===== src/rtl/turn_sequencer.sv =====
// turn_sequencer: round-robin game-turn controller for 2..MAX_PLAYERS players with
//   per-player track positions, on-chip win detection, key-release interlock and optional turn timeout.
// Latency: key accept -> WAIT_MATCH next cycle; match_valid -> step 1 cycle later; winning match -> done 2 cycles later.
// Backpressure: none; the FSM parks in WAIT_KEY / WAIT_MATCH until upstream strobes arrive, downstream always accepts.
//
// Ports:
//   clk, rst             clock; synchronous active-low reset
//   start                begin a game from IDLE, or a rematch from DONE
//   key                  keypad code, KEY_IDLE when nothing is pressed
//   match_valid, match   card-match result strobe and value
//   prompt               high while waiting for the current player's key
//   step, timeout_pulse  one-cycle pulses: player advances / turn forfeited
//   cur_player           whose turn it is; num_players = player count - 1
//   pick                 last accepted key code
//   pos_flat             packed positions, player i at [i*POS_W +: POS_W]
//   done, winner         game over and winning player index
//   state                current FSM state code
module turn_sequencer #(
  parameter int               MAX_PLAYERS = 4,
  parameter int               PLAYER_W    = 2,
  parameter int               KEY_W       = 4,
  parameter logic [KEY_W-1:0] KEY_IDLE    = 4'hF,
  parameter int               POS_W       = 5,
  parameter int               TRACK_LEN   = 24,
  parameter int               TIMEOUT     = 0
) (
  input  logic                         clk,
  input  logic                         rst,
  input  logic                         start,
  input  logic [KEY_W-1:0]             key,
  input  logic                         match_valid,
  input  logic                         match,
  output logic                         prompt,
  output logic                         step,
  output logic                         timeout_pulse,
  output logic [PLAYER_W-1:0]          cur_player,
  output logic [PLAYER_W-1:0]          num_players,
  output logic [KEY_W-1:0]             pick,
  output logic [MAX_PLAYERS*POS_W-1:0] pos_flat,
  output logic                         done,
  output logic [PLAYER_W-1:0]          winner,
  output logic [2:0]                   state
);

  typedef enum logic [2:0] {
    S_IDLE       = 3'd0,
    S_SETUP      = 3'd1,
    S_ARM        = 3'd2,
    S_WAIT_KEY   = 3'd3,
    S_WAIT_MATCH = 3'd4,
    S_ADVANCE    = 3'd5,
    S_NEXT       = 3'd6,
    S_DONE       = 3'd7
  } state_t;

  // Timer only needs to reach TIMEOUT-1; keep at least one bit when disabled.
  localparam int               TMR_W    = (TIMEOUT > 1) ? $clog2(TIMEOUT) : 1;
  localparam logic [TMR_W-1:0] TMR_LAST = (TIMEOUT > 0) ? TMR_W'(TIMEOUT - 1) : '0;
  localparam logic [POS_W-1:0] FINISH   = POS_W'(TRACK_LEN - 1);

  state_t           fsm;
  logic             armed;
  logic [TMR_W-1:0] timer;

  logic [POS_W-1:0] cur_pos;
  logic [POS_W-1:0] new_pos;
  logic             setup_ok;
  logic             key_take;
  logic             tmo_hit;

  assign state    = fsm;
  assign cur_pos  = pos_flat[cur_player*POS_W +: POS_W];
  // Saturate at the finish square so a stray advance can never wrap.
  assign new_pos  = (cur_pos == FINISH) ? cur_pos : cur_pos + 1'b1;
  assign setup_ok = (int'(key) >= 2) && (int'(key) <= MAX_PLAYERS);
  // Armed guarantees a held key is accepted once; it re-arms only after a release.
  assign key_take = (key != KEY_IDLE) && armed;
  assign tmo_hit  = (TIMEOUT != 0) && (timer == TMR_LAST);

  always_ff @(posedge clk) begin
    if (!rst) begin
      fsm           <= S_IDLE;
      armed         <= 1'b1;
      timer         <= '0;
      prompt        <= 1'b0;
      step          <= 1'b0;
      timeout_pulse <= 1'b0;
      cur_player    <= '0;
      num_players   <= '0;
      pick          <= '0;
      pos_flat      <= '0;
      done          <= 1'b0;
      winner        <= '0;
    end else begin
      step          <= 1'b0;
      timeout_pulse <= 1'b0;
      if (key == KEY_IDLE) armed <= 1'b1;

      // Outputs are set on the transition into the state that owns them,
      // so prompt/step/done are true exactly while that state is current.
      case (fsm)
        S_IDLE: begin
          if (start) fsm <= S_SETUP;
        end

        S_SETUP: begin
          if (setup_ok) begin
            num_players <= PLAYER_W'(key - 1'b1);
            armed       <= 1'b0;
            fsm         <= S_ARM;
          end
        end

        S_ARM: begin
          pos_flat   <= '0;
          cur_player <= '0;
          timer      <= '0;
          winner     <= '0;
          prompt     <= 1'b1;
          fsm        <= S_WAIT_KEY;
        end

        S_WAIT_KEY: begin
          // Acceptance takes priority over a timeout landing on the same cycle.
          if (key_take) begin
            pick   <= key;
            armed  <= 1'b0;
            timer  <= '0;
            prompt <= 1'b0;
            fsm    <= S_WAIT_MATCH;
          end else if (tmo_hit) begin
            timeout_pulse <= 1'b1;
            prompt        <= 1'b0;
            fsm           <= S_NEXT;
          end else begin
            timer <= timer + 1'b1;
          end
        end

        S_WAIT_MATCH: begin
          if (match_valid) begin
            if (match) begin
              step <= 1'b1;
              fsm  <= S_ADVANCE;
            end else begin
              fsm <= S_NEXT;
            end
          end
        end

        S_ADVANCE: begin
          pos_flat[cur_player*POS_W +: POS_W] <= new_pos;
          if (new_pos == FINISH) begin
            winner <= cur_player;
            done   <= 1'b1;
            fsm    <= S_DONE;
          end else begin
            // A correct match keeps the turn with the same player.
            prompt <= 1'b1;
            fsm    <= S_WAIT_KEY;
          end
        end

        S_NEXT: begin
          cur_player <= (cur_player == num_players) ? '0 : cur_player + 1'b1;
          timer      <= '0;
          prompt     <= 1'b1;
          fsm        <= S_WAIT_KEY;
        end

        S_DONE: begin
          if (start) begin
            done <= 1'b0;
            fsm  <= S_ARM;
          end
        end

        default: fsm <= S_IDLE;
      endcase
    end
  end

endmodule


===== config.mk =====
export PLATFORM = sky130hd
export DESIGN_NAME = turn_sequencer
export DESIGN_NICKNAME = d
export VERILOG_FILES = /design/src/rtl/turn_sequencer.sv
export SDC_FILE = /design/constraint.sdc
export NUM_CORES = 1
export LEC_CHECK = 0
export ABC_AREA = 1
export BUFFER_PORTS_ARGS = -buffer_cell sky130_fd_sc_hd__clkbuf_2
export CAP_MARGIN = 10
export CELL_PAD_IN_SITES_DETAIL_PLACEMENT = 0
export CELL_PAD_IN_SITES_GLOBAL_PLACEMENT = 1
export CORE_ASPECT_RATIO = 0.7
export CORE_MARGIN = 5
export CORE_UTILIZATION = 41
export DETAILED_ROUTE_END_ITERATION = 8
export PLACE_DENSITY = 0.95
export SLEW_MARGIN = 5
export SYNTH_ARGS = -nofsm -noshare
export SYNTH_HDL_FRONTEND = slang
export SYNTH_SLANG_ARGS = --single-unit

===== constraint.sdc =====
create_clock -name clk -period 3.3 [get_ports clk]
set_input_delay 0.33 -clock clk [delete_from_list [all_inputs] [get_ports clk]]
set_output_delay 0.33 -clock clk [all_outputs]
set_load 0.005 [all_outputs]

==> Word level (Yosys, flattened, before mapping) <==
Cells that the tools add are included.
{ "word_totals": {"wordCells": 80, "output_inout_bits": 37, "ff_bits": 37, "input_bits": 9} }
{ "classes": {"n_shift": 3, "n_addsub": 4, "n_lt_le_gt_ge": 2, "reduce_logical": 15, "eq_ne": 19, "multipliers": 1, "muxes": 26} }
{ "ops": {"columns": ["op", "n"], "rows": [
  ["20-bit case mux with 2 select lines", 1],
  ["5-bit negator with 34-bit output", 1],
  ["5-bit by 34-bit variable shift with 20-bit output (first input constant)", 1],
  ["5-bit by 34-bit indexed part select with 20-bit output", 1],
  ["3-bit case mux with 7 select lines", 1],
  ["20-bit bitwise mux", 1],
  ["20-bit by 6-bit indexed part select with 5-bit output", 1],
  ["3-bit two-way mux", 6],
  ["2-bit != test (second input constant)", 7],
  ["3-bit == test (second input constant)", 4],
  ["5-bit == test (second input constant)", 2],
  ["3-bit AND reduction", 3],
  ["1-bit two-way mux", 8],
  ["2-bit case mux with 2 select lines", 2],
  ["3-bit by 2-bit == test with 1-bit output (second input constant)", 2],
  ["2-bit two-way mux", 3],
  ["2-bit AND reduction", 3],
  ["2-bit nonzero test", 3],
  ["5-bit by 1-bit adder with 5-bit output (second input constant)", 1],
  ["2-bit by 3-bit multiplier with 5-bit output (second input constant)", 1],
  ["5-bit two-way mux", 1],
  ["5-bit AND reduction", 1],
  ["4-bit == test (second input constant)", 1],
  ["4-bit by 2-bit greater-or-equal comparator with 1-bit output (second input constant)", 1],
  ["12 further kinds", 14]
]} }

==> Logic depth before layout (Yosys ltp) <==
Gate-level depths: netlist (run 1).
{ "depth": {"word_depth": 7, "depth_mapped": 17, "mapped_depth_nobuf": 16} }

==> Least setup slack after synthesis (run 1) <==
No wires, ideal clock.
{ "synth_path": {"path_type": "flip-flop to flip-flop", "startpoint": "register cur_player[0]", "endpoint": "register winner[0]", "stages_incl_launch_ff": 17, "setup_slack_ps": 1315, "setup_ps": 115, "arrival_ps": 1870, "required_time_ps": 3185, "period_less_slack_ps": 1985, "path_buffers": 2, "cell_sequence": "dfxtp_1 buf_4 buf_6 nand2_2 nand3_2 nand2_2 inv_1 ha_1 inv_1 nor2_8 nand2_2 nand2_2 nand2_2 nor2_2 nand3_2 a21oi_1 nor2_1"} }
{ "synth_between": {"elab_chain_cells": 7, "word_cells_on_any_way": 10, "classes_between": "1 x add/sub; 1 x mul; 3 x eq/ne; 1 x shift; 3 x mux; 1 x reduce/logical"} }
{ "synth_rtl": {"columns": ["item", "line_no", "text"], "rows": [
  ["start, declared", "36", "output logic [PLAYER_W-1:0] cur_player,"],
  ["start signal, assigned", "165", "cur_player <= (cur_player == num_players) ? '0 : cur_player + 1'b1;"],
  ["2-bit by 3-bit multiplier with 5-bit output", "72", "assign cur_pos = pos_flat[cur_player*POS_W +: POS_W];"],
  ["20-bit by 6-bit indexed part select with 5-bit output", "72", null],
  ["5-bit by 1-bit adder with 5-bit output / 5-bit == test (equally long branches)", "74", "assign new_pos = (cur_pos == FINISH) ? cur_pos : cur_pos + 1'b1;"],
  ["5-bit two-way mux", "74", null],
  ["5-bit == test", "153", "if (new_pos == FINISH) begin"],
  ["2-bit != test (no source line)", null, null],
  ["2-bit AND reduction (no source line)", null, null],
  ["end signal, assigned", "154", "winner <= cur_player;"],
  ["end, declared", "41", "output logic [PLAYER_W-1:0] winner,"]
]} }
Several ways; a longest one is shown, not always the timed one. The select of a mux whose other input is x is not followed.
A chain may end at the register's enable or synchronous reset.

==> Worst setup path in the final report (run 1) <==
{ "layout_path": {"startpoint": "register cur_player[1]", "endpoint": "register prompt"} }
{ "layout_between": {"elab_chain_cells": 7, "word_cells_on_any_way": 8, "classes_between": "1 x add/sub; 1 x mul; 3 x eq/ne; 1 x shift; 1 x mux; 1 x reduce/logical"} }
{ "layout_rtl": {"columns": ["item", "line_no", "text"], "rows": [
  ["2-bit by 3-bit multiplier with 5-bit output *", "72", null],
  ["20-bit by 6-bit indexed part select with 5-bit output *", "72", null],
  ["5-bit by 1-bit adder with 5-bit output / 5-bit == test (equally long branches)", "74", null],
  ["5-bit two-way mux *", "74", null],
  ["5-bit == test *", "153", null],
  ["2-bit != test (no source line) *", null, null],
  ["3-bit AND reduction (no source line) *", null, null],
  ["end signal, assigned", "85", "prompt <= 1'b0;"],
  ["end signal, assigned", "159", "prompt <= 1'b1;"],
  ["end signal, assigned", "167", "prompt <= 1'b1;"],
  ["end, declared", "33", "output logic prompt,"]
]} }
Every way passes the cells marked *; elsewhere a longest branch is shown, timed or not.

==> metrics.txt, run 1 <==
Worst Reg2Reg Path Length in Cells 14; number of flops mapped to enable cells by yosys 0; Syn Inst Count 323; synthesized area 2160 sq um; CP endpoint kind flop; fmax 419 MHz; Clock Power Share 32.4%; Clock Path Buffers 2; part of the power in registers 41.6%; leakage 1.15 nW; hold depth 2; hold wc startpoint key[0]; Max Slew Vio Count 0; clk_skew 4.00 ps; GRT Total Usage 17.3%; Post-CTS Resized 0; Worst Tran Pin Value 864 ps; vias per cell 4.94; HPWL after DPL 4610 um; Synth area leaders dfxtp_1, nand2_1, a21oi_1, inv_1, nand3_1; Yosys warning total 0; detailed-route via count 2,168; Sw Share 33.2%; CTS tree done; Core Rows 22; Distinct cells, synth 32; nets@finish 382; internal power 0.848 mW; IO Port Bufs 44; Crit Path Max Fanout 12; top-area cell type share of the netlist area 34.3%; status completed; Synth top cells by count nand2_1, dfxtp_1, inv_1, a21oi_1, nand3_1; number of fill cells 582; first-pass GRT wire length 9590 um; R2R Path End prompt; Max VDD drop 0.221 mV; WHS 252 ps; unrepaired setup endpoints after global routing false; Worst-path clk slew 70 ps; cell with the most instances after synthesis nand2_1; R2R setup slack 910 ps; Tcrit/Tclk final 72.3%; combinational share of power 26.1%; Avg Inst Size Synth 6.69 sq um; clk root buf clkbuf_8; pin count of the biggest net entering global routing 26; Die Area 6840 sq um; cell accounting for the most synthesized area dfxtp_1; Die W 96.7 um; DRT iter0 DRCs 200; Vert. Die Dim 70.7 um; final instance area 2520 sq um; Pre-antenna DRT Iters 4; Synth Flop Type dfxtp_1; Startpoint Class flop; FFs w/ async S/R, synth 0%; Hold Crit Class in -> reg; Area Growth Syn to Fin 16.9%; Psw 0.421 mW; Seq/Total Area, Yosys 34.3%; final setup violating endpoints 0; Worst Hold End num_players[0]; initial antenna violation count 0; layout cells sized above 1 21.0%; #FFs+latches synth 37; core area 5170 sq um; Worst Setup Path Type reg -> reg; hold buffers post-CTS 0; io pins 46; Antenna Cells 0; DP Area 2410 sq um; gpl congestion 0.878; total power 1.27 mW; final count of hold timing violations 0; Clock Latency Late Sink 290 ps; TritonCTS Buffers 5; max_slew headroom 42.3%; initial core utilization 41.7%; Setup Buffers After CTS 0; H-tree Lvls 2; Power Dens Cells 502 nW/um^2; total nets after synthesis 339; Worst EP arrival 2530 ps; max-cap viol count 0; setup TNS 0 ps; drt total wl 5920 um; WL per Instance 13.5 um; gr ovfl total 0; DRT antenna net count 0; total clock sinks 37; WP data required 3440 ps; Final min period 2390 ps; R2R Path Start cur_player[1]; DRC viols 0; vias in the first global route 1,898
## flip-flops by register name, summed over array words and instances, names as in the netlist
signal / count
pos_flat: 20
pick: 4
state: 3
cur_player: 2
num_players: 2
winner: 2
armed: 1
done: 1
prompt: 1
step: 1
## worst max-delay path by stage
stage                   from         to  slack, ps
3_5_place_dp   cur_player[1]     prompt        910
2_1_floorplan  cur_player[0]  winner[0]       1320
3_3_place_gp   cur_player[1]     prompt        940
4_1_cts        cur_player[1]     prompt        900
6_report       cur_player[1]     prompt        910
5_1_grt        cur_player[1]     prompt        610
## cell usage in the layout (no fill, tap or decap), drive strengths merged
cell	Yosys	routed
o31ai	1	1
nor2	26	26
o211ai	1	1
bufinv	0	1
a211oi	1	1
nor3	8	8
o22ai	1	1
nand2	109	109
dfxtp	37	37
clkbuf	2	51
xor2	2	2
a21boi	1	1
a21oi	35	35
nand4	1	1
inv	39	39
a31oi	1	1
o21ai	12	12
nand3	30	30
conb	1	1
nand3b	1	1
ha	7	7
buf	7	1
## power groups by stage
| stage | Combinational [mW] | Sequential (mW) | Clock [mW] |
|---|---|---|---|
| 3_3_place_gp | 0.327 | 0.537 | 0 |
| 5_1_grt | 0.376 | 0.534 | 0.437 |
| 6_report | 0.331 | 0.527 | 0.410 |
| 4_1_cts | 0.329 | 0.527 | 0.411 |
| 3_5_place_dp | 0.328 | 0.537 | 0 |
| 2_1_floorplan | 0.223 | 0.535 | 0 |
## per-stage QoR
step / setup slack [ps] / utilization, % / cells
after floorplan: 1320 / - / 323
after global placement: 945 / 46.5 / 431
after detailed placement: 907 / 46.5 / 431
after CTS: 897 / 48.8 / 439
after global routing: 612 / 48.8 / 439
final: 913 / 48.8 / 439
## area by class of cell
| class | instances | area, sq um | area share, % |
|---|---|---|---|
| clock buffers | 7 | 86.3 | 3.42 |
| flip-flops and latches | 37 | 741 | 29.3 |
| repair buffers | 45 | 228 | 9.02 |
| clock inverters | 1 | 30.0 | 1.19 |
| inverters | 39 | 146 | 5.80 |
| multi-input cells | 238 | 1200 | 47.7 |
| well taps | 72 | 90.1 | 3.57 |
## kinds of logic after synthesis
group,after synthesis,share of synthesized area [%]
compound gates,53,12.9
simple gates,175,37.8
flops,37,34.3
xor+xnor,2,0.811
fa+ha+maj,7,4.06
buf+inv,48,9.96
other cells,1,0.174
## worst max-delay path: stages, from the launching register on
cell,delay [ps]
dfxtp_1,650
inv_2,210
nand3_1,150
nand2_2,80
inv_1,60
ha_1,130
inv_1,90
nor2_8,150
nand2_2,100
nand2_1,80
nand2_2,90
nor2_1,110
nand3_1,150
nand2_1,120
a21oi_1,60
## metal layers
| metal | share of wire (%) | track usage, % | vias to the layer above |
|---|---|---|---|
| met3 | 6.0 | 3.25 | 5 |
| met5 | 0 | 0 | - |
| li1 | - | - | 1115 |
| met2 | 39 | 22.9 | 60 |
| met4 | 0.76 | 4.21 | 0 |
| met1 | 55 | 28.0 | 988 |
Note: power is estimated with default switching activity, not from simulation.
==> run 2: changes to the inputs <==
- CORE_UTILIZATION: 41 -> 34
- PLACE_DENSITY: 0.95 -> 0.87
- clock period: 3.3 -> 2.14 ns (I/O delays scaled with it)
==> metrics.txt, run 2 (synthesized netlist as in run 1, its figures left out) <==
status completed (unchanged); DP Area 2500 sq um (was 2410 sq um); pin count of the biggest net entering global routing 25 (was 26); Largest register FFs 20 (unchanged); R2R Path End winner[0] (was prompt); Clock Latency Late Sink 290 ps (about the same); final setup violating endpoints 0 (unchanged); IO Port Bufs 44 (unchanged); drt total wl 5960 um (was 5920 um); Inst Count DP 446 (was 431); initial antenna violation count 0 (unchanged); Core Rows 24 (was 22); HPWL after DPL 4580 um (was 4610 um); largest reg by FF count pos_flat (unchanged); layout cells sized above 1 25.2% (was 21.0%); total clock sinks 37 (unchanged); WP data required 2380 ps (was 3440 ps); leakage 1.20 nW (was 1.15 nW); Die W 105 um (was 96.7 um); R2R setup slack 180 ps (was 910 ps); Die Area 8070 sq um (was 6840 sq um); Worst Setup Path Type reg -> reg (unchanged); core area 6190 sq um (was 5170 sq um); Worst Setup SP cur_player[0] (was cur_player[1]); Met1 Wirelength 3070 um (was 3240 um); Antenna Cells 0 (unchanged); Worst Tran Pin Value 496 ps (was 864 ps); DRC viols 0 (unchanged); vias per cell 4.76 (was 4.94); H-tree Lvls 2 (unchanged); Max VDD drop 0.285 mV (was 0.221 mV); Clock Path Buffers 2 (unchanged); gpl congestion 0.834 (was 0.878); Worst-path clk slew 80 ps (was 70 ps); Max Slew Vio Count 0 (unchanged); TritonCTS Buffers 5 (unchanged); met3 wire length 228 um (was 356 um); R2R Path Start cur_player[0] (was cur_player[1]); clk root buf clkbuf_8 (unchanged); Hold Crit Class in -> reg (unchanged); Final min period 1960 ps (was 2390 ps); leading cell types in the layout, fill and taps excluded nand2_1, clkbuf_2, inv_1 (was nand2_1, clkbuf_2, inv_1, dfxtp_1, a21oi_1); gr ovfl total 0 (unchanged); Tcrit/Tclk final 91.6% (was 72.3%); GRT Total Usage 14.8% (was 17.3%); commonest non-fill, non-tap cell in the layout nand2_1 (unchanged); final count of hold timing violations 0 (unchanged); hold depth 2 (unchanged); fmax 510 MHz (was 419 MHz); Vert. Die Dim 76.7 um (was 70.7 um); CTS tree done (unchanged); capture point of the worst path winner[0] (was prompt); vias in the first global route 2,019 (was 1,898); max-cap viol count 0 (unchanged); Worst Reg2Reg Path Length in Cells 15 (was 14); Power Dens Cells 696 nW/um^2 (was 502 nW/um^2); nets@finish 393 (was 382); max_slew headroom 66.7% (was 42.3%); WL per Instance 13.1 um (was 13.5 um); setup TNS 0 ps (unchanged); final instance area 2620 sq um (was 2520 sq um); WL met2 2590 um (was 2280 um); Area Growth Syn to Fin 21.5% (was 16.9%); Pre-antenna DRT Iters 4 (unchanged); Startpoint Class flop (unchanged); first-pass GRT wire length 9860 um (was 9590 um); DRT iter0 DRCs 221 (was 200); DRT antenna net count 0 (unchanged); Crit Path Max Fanout 11 (was 12); clk_skew 8.82 ps (was 4.00 ps); detailed-route via count 2,164 (was 2,168); non-filler cells, final 455 (was 439); initial core utilization 34.9% (was 41.7%); CP endpoint kind flop (unchanged); io pins 46 (unchanged); Worst EP arrival 2200 ps (was 2530 ps); highest routed metal layer met4 (unchanged)
run 2: timing repair:
| action | 4_1_cts | 5_1_grt |
|---|---|---|
| hold buffers | 0 | 0 |
| setup buffers | 0 | 2 |
| gates resized for setup | 0 | 11 |
| setup endpoints to repair | 0 | 12 |
run 2: area by class of cell:
type / count / area (sq um)
Clock buffer: 6 / 72.6
Tap cell: 78 / 97.6
Fill cell: 656 / 3560
Inverter: 39 / 149
Clock inverter: 1 / 8.76
Sequential cell: 37 / 744
Multi-Input combinational cell: 238 / 1230
Timing Repair Buffer: 56 / 323
run 2: per-layer routing:
layer | vias up | GRT usage, %
li1 | 1142 | -
met1 | 975 | 21.5
met2 | 40 | 22.3
met3 | 7 | 2.85
met4 | 0 | 4.21
met5 | - | 0
run 2: power by group:
part	switching [mW]	internal, mW
registers	0.0550	0.754
clock network	0.255	0.226
logic	0.352	0.184
run 2: worst min path at each step:
stage / end / startpoint
finish: num_players[0] / key[0]
global route: num_players[0] / key[0]
CTS: num_players[0] / key[0]
detailed placement: num_players[0] / key[0]
global placement: num_players[0] / key[0]
floorplan: num_players[0] / key[0]
run 2: critical path, stage by stage (launching register included):
cell	delay [ps]
dfxtp_4	370
buf_12	140
nand2_1	60
nand3_1	90
nand2_2	100
inv_1	50
ha_1	180
inv_1	150
nor2_8	60
nand2_1	70
nand3_1	100
nor2_2	150
nand3_2	130
nand3_1	110
nand2_1	70
nor2_1	80
run 2: metrics by stage:
step / hold WS, ps / util, % / total power, mW / setup slack, ps
after floorplan: 303 / - / 1.17 / 155
after global placement: 435 / 40.4 / 1.34 / 76.8
after detailed placement: 437 / 40.4 / 1.35 / 77.9
after CTS: 123 / 41.7 / 1.82 / 61.0
after global routing: 147 / 42.4 / 1.95 / -20.3
final: 131 / 42.4 / 1.83 / 181
